==> src/rtl/ddr_wr_burst_engine.sv <==
// ddr_wr_burst_engine
//   DDR4 write-data path. Write bursts are queued in a small FIFO. Each WR
//   command drops a start token into a CWL-deep shift register. When the
//   token matures, the engine drives the DQS preamble, then rise/fall beat
//   pairs on DQ, then a one-cycle postamble. The PHY DDR-registers the
//   rise/fall pairs and derives DQS_c. All outputs are registered.
//
// Ports
//   CK_t_i          controller clock (posedge)
//   reset_i         async active-high reset
//   wr_valid_i      push request; wr_ready_o = FIFO not full
//   wr_data_i       burst data, beat0 in [DQ_W-1:0]
//   wr_bc4_i        1 = BC4 (4 beats), 0 = BL8
//   wr_cmd_i        WR command on the bus this cycle; cwl_i and pre2_i are sampled with it
//   dq_r_o/dq_f_o   beat on the rising/falling half of CK; dq_oe_o is the DQ drive enable
//   dqs_r_o/dqs_f_o DQS_t per half-cycle; dqs_oe_o is the DQS drive enable
//   busy_o          token pending or FSM active
//   err_underrun_o  sticky: burst started with the FIFO empty
//   err_overlap_o   sticky: burst due while a previous DATA phase was still running
module ddr_wr_burst_engine #(
    parameter int DQ_W    = 8,
    parameter int BL      = 8,
    parameter int DEPTH   = 4,
    parameter int CWL_MAX = 24
) (
    input  logic               CK_t_i,
    input  logic               reset_i,
    input  logic               wr_valid_i,
    output logic               wr_ready_o,
    input  logic [BL*DQ_W-1:0] wr_data_i,
    input  logic               wr_bc4_i,
    input  logic               wr_cmd_i,
    input  logic [4:0]         cwl_i,
    input  logic               pre2_i,
    output logic [DQ_W-1:0]    dq_r_o,
    output logic [DQ_W-1:0]    dq_f_o,
    output logic               dq_oe_o,
    output logic               dqs_r_o,
    output logic               dqs_f_o,
    output logic               dqs_oe_o,
    output logic               busy_o,
    output logic               err_underrun_o,
    output logic               err_overlap_o
);
    localparam int DW = BL * DQ_W;
    localparam int AW = (DEPTH > 1) ? $clog2(DEPTH) : 1;
    localparam int LW = $clog2(BL) + 1;
    localparam logic [LW-1:0] LEFT_BL = LW'(BL / 2 - 1);
    localparam logic [LW-1:0] LEFT_BC = LW'(1);

    typedef enum logic [1:0] {IDLE, PRE, DATA, POST} state_t;

    // ---------------- FIFO ----------------
    logic [DW:0]   mem_q [DEPTH];       // {bc4, data}
    logic [AW-1:0] wptr_q, rptr_q;
    logic [AW:0]   count_q;
    logic          push, pop, empty;
    logic [DW:0]   head;

    assign empty      = (count_q == '0);
    assign wr_ready_o = (count_q != (AW+1)'(DEPTH));
    assign push       = wr_valid_i && wr_ready_o;
    assign head       = mem_q[rptr_q];

    always_ff @(posedge CK_t_i) begin
        if (push) mem_q[wptr_q] <= {wr_bc4_i, wr_data_i};
    end

    always_ff @(posedge CK_t_i or posedge reset_i) begin
        if (reset_i) begin
            wptr_q  <= '0;
            rptr_q  <= '0;
            count_q <= '0;
        end else begin
            if (push) wptr_q <= wptr_q + AW'(1);
            if (pop)  rptr_q <= rptr_q + AW'(1);
            case ({push, pop})
                2'b10:   count_q <= count_q + (AW+1)'(1);
                2'b01:   count_q <= count_q - (AW+1)'(1);
                default: count_q <= count_q;
            endcase
        end
    end

    // ---------------- start tokens ----------------
    // tok_q[i] set: a burst's first DATA cycle is i cycles from now.
    // tok_d is therefore the token view of the *next* cycle, which is what
    // the registered-output FSM needs to decide that cycle's outputs.
    logic [CWL_MAX-1:0] tok_q, tok_d, pre_q, pre_d, cmd_sel;

    always_comb begin
        for (int i = 0; i < CWL_MAX; i++)
            cmd_sel[i] = wr_cmd_i && (int'(cwl_i) == i + 1);
        tok_d = ({1'b0, tok_q[CWL_MAX-1:1]}) | cmd_sel;
        pre_d = (({1'b0, pre_q[CWL_MAX-1:1]}) & ~cmd_sel) | (cmd_sel & {CWL_MAX{pre2_i}});
    end

    // ---------------- burst FSM ----------------
    state_t            st_q, st_d;
    logic [LW-1:0]     left_q, left_d;       // DATA cycles still to come after the current one
    logic [DW-1:0]     sh_q, sh_d;           // remaining beats of the active burst
    logic              under_q, under_d;     // active burst has no data
    logic [DQ_W-1:0]   dq_r_q, dq_r_d, dq_f_q, dq_f_d;
    logic              dq_oe_q, dq_oe_d, dqs_r_q, dqs_r_d, dqs_oe_q, dqs_oe_d;
    logic              err_und_q, err_ovl_q, und_set, ovl_set;
    logic              start, pre_last, pre_first, data_cont, take;
    logic [DW-1:0]     src_data;
    logic              src_under;
    logic [LW-1:0]     src_left, head_left;

    assign start     = tok_d[0];
    assign pre_last  = tok_d[1];
    assign pre_first = tok_d[2] && pre_d[2];
    assign data_cont = (st_q == DATA) && (left_q != '0);
    assign head_left = (!empty && head[DW]) ? LEFT_BC : LEFT_BL;

    // 'take' loads a new burst from the FIFO head; otherwise the burst
    // already captured at preamble entry is used.
    always_comb begin
        take      = 1'b0;
        pop       = 1'b0;
        und_set   = 1'b0;
        ovl_set   = 1'b0;
        st_d      = IDLE;
        left_d    = left_q;
        sh_d      = sh_q;
        under_d   = under_q;
        dq_r_d    = '0;
        dq_f_d    = '0;
        dq_oe_d   = 1'b0;
        dqs_r_d   = 1'b0;
        dqs_oe_d  = 1'b0;

        if (data_cont) begin
            st_d     = DATA;
            take     = 1'b0;
            // A burst due now collides with the running one: drop it, but
            // still consume its data so later commands stay aligned.
            if (start) begin
                ovl_set = 1'b1;
                pop     = !empty;
            end
        end else if (start) begin
            st_d    = DATA;
            take    = (st_q != PRE);     // seamless continuation (or no preamble seen)
            pop     = take && !empty;
            und_set = take && empty;
        end else if (pre_last || pre_first) begin
            st_d     = PRE;
            dqs_oe_d = 1'b1;
            dqs_r_d  = pre_first && !pre_last;
            if (st_q != PRE) begin
                take    = 1'b1;
                pop     = !empty;
                und_set = empty;
            end
        end else if (st_q == DATA) begin
            st_d     = POST;
            dqs_oe_d = 1'b1;
        end

        src_data  = take ? head[DW-1:0] : sh_q;
        src_under = take ? empty : under_q;
        src_left  = take ? head_left : left_q;

        if (take) begin
            sh_d    = src_data;
            under_d = src_under;
            left_d  = src_left;
        end

        if (st_d == DATA) begin
            dqs_oe_d = 1'b1;
            dqs_r_d  = 1'b1;
            dq_oe_d  = !src_under;
            if (!src_under) begin
                dq_r_d = src_data[DQ_W-1:0];
                dq_f_d = src_data[2*DQ_W-1:DQ_W];
            end
            sh_d   = src_data >> (2 * DQ_W);
            left_d = data_cont ? left_q - LW'(1) : src_left;
        end
    end

    always_ff @(posedge CK_t_i or posedge reset_i) begin
        if (reset_i) begin
            tok_q     <= '0;
            pre_q     <= '0;
            st_q      <= IDLE;
            left_q    <= '0;
            sh_q      <= '0;
            under_q   <= 1'b0;
            dq_r_q    <= '0;
            dq_f_q    <= '0;
            dq_oe_q   <= 1'b0;
            dqs_r_q   <= 1'b0;
            dqs_oe_q  <= 1'b0;
            err_und_q <= 1'b0;
            err_ovl_q <= 1'b0;
        end else begin
            tok_q     <= tok_d;
            pre_q     <= pre_d;
            st_q      <= st_d;
            left_q    <= left_d;
            sh_q      <= sh_d;
            under_q   <= under_d;
            dq_r_q    <= dq_r_d;
            dq_f_q    <= dq_f_d;
            dq_oe_q   <= dq_oe_d;
            dqs_r_q   <= dqs_r_d;
            dqs_oe_q  <= dqs_oe_d;
            err_und_q <= err_und_q | und_set;
            err_ovl_q <= err_ovl_q | ovl_set;
        end
    end

    assign dq_r_o         = dq_r_q;
    assign dq_f_o         = dq_f_q;
    assign dq_oe_o        = dq_oe_q;
    assign dqs_r_o        = dqs_r_q;
    // DQS_t is never high in the falling half in any phase.
    assign dqs_f_o        = 1'b0;
    assign dqs_oe_o       = dqs_oe_q;
    assign busy_o         = (|tok_q) || (st_q != IDLE);
    assign err_underrun_o = err_und_q;
    assign err_overlap_o  = err_ovl_q;
endmodule

==> config.mk <==
export PLATFORM = sky130hd
export DESIGN_NAME = ddr_wr_burst_engine
export DESIGN_NICKNAME = d
export VERILOG_FILES = /design/src/rtl/ddr_wr_burst_engine.sv
export SDC_FILE = /design/constraint.sdc
export NUM_CORES = 1
export LEC_CHECK = 0
export CORE_MARGIN = 1.5
export CORE_UTILIZATION = 59
export CTS_CLUSTER_SIZE = 14
export DETAILED_ROUTE_END_ITERATION = 10
export GPL_TIMING_DRIVEN = 0
export PLACE_DENSITY = 0.79
export SLEW_MARGIN = 20
export SYNTH_ARGS = -nofsm -noshare
export SYNTH_HDL_FRONTEND = slang
export SYNTH_SLANG_ARGS = --single-unit
==> constraint.sdc <==
create_clock -name CK_t_i -period 5.42 [get_ports CK_t_i]
set_input_delay 0.542 -clock CK_t_i [delete_from_list [all_inputs] [get_ports CK_t_i]]
set_output_delay 0.542 -clock CK_t_i [all_outputs]
set_load 0.1 [all_outputs]
==> implementation parameters <==
Parameter                              Value

Outcome
  Status    completed

STA
  Highest clock rate    289 MHz
  Slew at the pin with the worst max-slew slack    1.05 ns
  Clk_skew    0.0189 ns
  Final hold vios    0
  Final worst path period need    3.46 ns
  Share of the cycle needed by the critical path after routing    0.638
  Final setup viols    0
  Setup TNS    0 ns
  PnR worst setup slack    1.96 ns
  Relative slew margins    0.298
  Max-slew violations    0
  RSZ-0062 raised after global routing    no

Yosys
  Gate count after technology mapping    990
  Yosys Warn Count    0
  Flip-flop and latch count after synthesis    404
  Synthesized area divided by synthesized cell count    15.9 µm²
  EDFF count, synth    260
  Most used DFF post-synth    sky130_fd_sc_hd__edfxtp_1
  Distinct cell type count after synthesis    48
  Sequential area share after synthesis    0.727
  Async set-or-reset flop fraction in the synthesized netlist    0.356
  Number of nets produced by synthesis    1072
  Syn Std Cell Area    15700 µm²

Layout
  Most common library cell in the layout ignoring fill and taps    sky130_fd_sc_hd__edfxtp_1
  Number of antenna diodes    0
  Fillers    approximately 1600
  Net count reported at finish    1217
  Commonest cells after routing, fill and taps aside    260 x sky130_fd_sc_hd__edfxtp_1, 144 x sky130_fd_sc_hd__dfrtp_1, 111 x sky130_fd_sc_hd__nor2_1
  Share of cells above drive strength 1    0.163
  Layout Area Growth over Synthesis    18.3%
  Sequential cell area    11400 µm²
  Cell area after layout    18600 µm²
  Multi-input gate area in the final layout    4040 µm²

Global routing
  All-Layer GR Usage    0.249
  GRT Residual Overflow    0
  Vias in the first global route    9548
  Initial antenna violation count    0
  Global-route wire length before repair    52500 µm
  Maximum number of pins on one net before global-route repair    80

Die
  Die extent in y    166 µm
  Die X-Extent    approximately 170 µm
  Number of top-level design ports    99
  Initial Utilization    0.602
  Core Rows    between 50 and 60
  Die Footprint    ~28000 µm²
  Area inside the core boundary    between 20000 and 30000 µm²

Worst setup path
  R2r setup slk    2.64 ns
  Crit path launch type    flop
  Worst setup path class    flop to output port
  Data required time at the worst endpoint    4.88 ns
  Critical register-to-register path endpoint    count_q[2]
  Kind of end point of the critical path    output port
  Number of cells on the worst reg-to-reg path    12
  Arr. time, crit path    2.92 ns
  Startpoint of the worst-slack reg-to-reg timing path    left_q[0]
  Worst-path fanout max    2

Clock network
  Depth of the CTS H-tree    2
  Clk_lat worst skew    0.54 ns
  Inserted Clock Buffers    41
  Maximum clock path buffer count    3
  Cts-stage hold buffer count    0
  Setup bufs post-CTS    0
  Clock root buffer master    sky130_fd_sc_hd__clkbuf_16
  TritonCTS Sinks    404
  TritonCTS clock tree    yes
  Clock transition at path regs    0.06 ns
  Post-cts resize count    0

Placed design
  Post-place setup slack    approximately 1.9 ns
  Quantity of I/O buffers inserted on ports    97
  Post-DP Area    17300 µm²
  Gpl congestion    0.858
  HPWL after DPL    21600 µm

Power
  Post-layout total power    11100 µW
  Static leakage    0.00684 µW
  Power density over the cells    between 500 and 600 nW/µm²
  VDD IR-drop max    0.000589 V

Routing
  Vias per std cell    6.11
  Number of optimization iterations in the first detailed-route pass    5
  Residual DRC    0
  Wire length per cell    around 22 µm
  Total number of vias    ~9200
  Final antenna-violating net count    0
  DRT iter0 DRCs    948
  Aggregate routed wire length    around 33000 µm

Min path
  Class of the tightest hold or removal check    primary input to asynchronous set/reset pin

Flow run
  Max-cap violations    0
==> metrics by stage <==
step | utilization | hold WS (ns) | instances
floorplan | - | 0.425 | 990
global placement | 0.656 | 0.442 | 1422
detailed placement | 0.662 | 0.448 | 1427
CTS | 0.713 | 0.459 | 1502
global route | 0.713 | 0.472 | 1502
finish | 0.713 | 0.447 | 1502
==> worst max-delay path, stage by stage (launching register included) <==
cell	delay [ns]
sky130_fd_sc_hd__dfrtp_1	0.38
sky130_fd_sc_hd__or4_1	0.52
sky130_fd_sc_hd__nor4_1	0.38
sky130_fd_sc_hd__nand4_1	0.13
sky130_fd_sc_hd__clkdlybuf4s50_1	0.99
==> kinds of logic after synthesis <==
kind of cell | count (synthesis) | synth area share
flip-flops | 404 | 0.727
adder cells (fa/ha/maj) | 7 | 0.00606
AO/OA/AOI/OAI | 142 | 0.0530
AND/OR/NAND/NOR | 285 | 0.0852
XOR/XNOR | 6 | 0.00335
buffers and inverters | 59 | 0.0168
multiplexers | 86 | 0.108
other | 1 | 0.000239
==> routing by layer <==
layer,share of wire,track usage
met5,0,0
met4,0.032,0.0897
met3,0.077,0.0536
met2,0.48,0.399
met1,0.41,0.344
==> Yosys cell counts (all sizes together), types with 2 or more instances <==
| cell type | number | area (µm²) |
|---|---|---|
| edfxtp | 260 | 7810 |
| dfrtp | 144 | 3600 |
| nor2 | 111 | 417 |
| mux4 | 65 | 1460 |
| nor3 | 53 | 275 |
| nand2 | 52 | 195 |
| o22ai | 48 | 300 |
| a21oi | 41 | 213 |
| o21ai | 41 | 205 |
| clkbuf | 26 | 97.6 |
| buf | 22 | 125 |
| mux2 | 20 | 225 |
| nand2b | 18 | 113 |
| inv | 11 | 41.3 |
| or2 | 10 | 62.6 |
| nor4 | 8 | 50.1 |
| nand3 | 7 | 35.0 |
| and2 | 6 | 37.5 |
| and3 | 6 | 37.5 |
| ha | 6 | 75.1 |
| nor2b | 4 | 25.0 |
| xor2 | 4 | 35.0 |
| a21o | 3 | 22.5 |
| a221oi | 3 | 32.5 |
| nand4 | 2 | 12.5 |
| nand4b | 2 | 17.5 |
| or3 | 2 | 12.5 |
| xnor2 | 2 | 17.5 |
==> final cells by class <==
class | instances | area share
repair buffers | 102 | 0.0597
multi-input cells | 527 | 0.218
plain buffers | 48 | 0.0120
well taps | 335 | 0.0226
clock buffers | 56 | 0.0605
flip-flops and latches | 404 | 0.614
clock inverters | 19 | 0.0108
inverters | 11 | 0.00263
==> where the power goes <==
part	switching (µW)	internal [µW]	leakage, µW
clock	1130	1640	0.000644
combinational	2540	1380	0.00200
sequential	279	4100	0.00419
==> registers in the layout, indices dropped and copies added, names as in the netlist <==
name	count
err_overlap_o	1
left_q	4
err_underrun_o	1
dq_oe_o	1
st_q	2
dqs_r_o	1
dqs_oe_o	1
count_q	3
rptr_q	2
mem_q	260
under_q	1
dq_f_o	8
tok_q	24
wptr_q	2
dq_r_o	8
sh_q	64
pre_q	21
==> worst max path at each step <==
stage | start | to | slack (ns) | cells after the start
final | tok_q[21] | busy_o | 1.96 | 4
after global placement | reset_i | pre_q[12] | -0.95 | 2
after floorplan | reset_i | count_q[0] | 1.01 | 1
after global routing | tok_q[21] | busy_o | 1.90 | 4
after detailed placement | cwl_i[3] | count_q[2] | 1.86 | 11
after CTS | tok_q[21] | busy_o | 1.95 | 4
No activity file was read; power rests on OpenSTA's default activity.
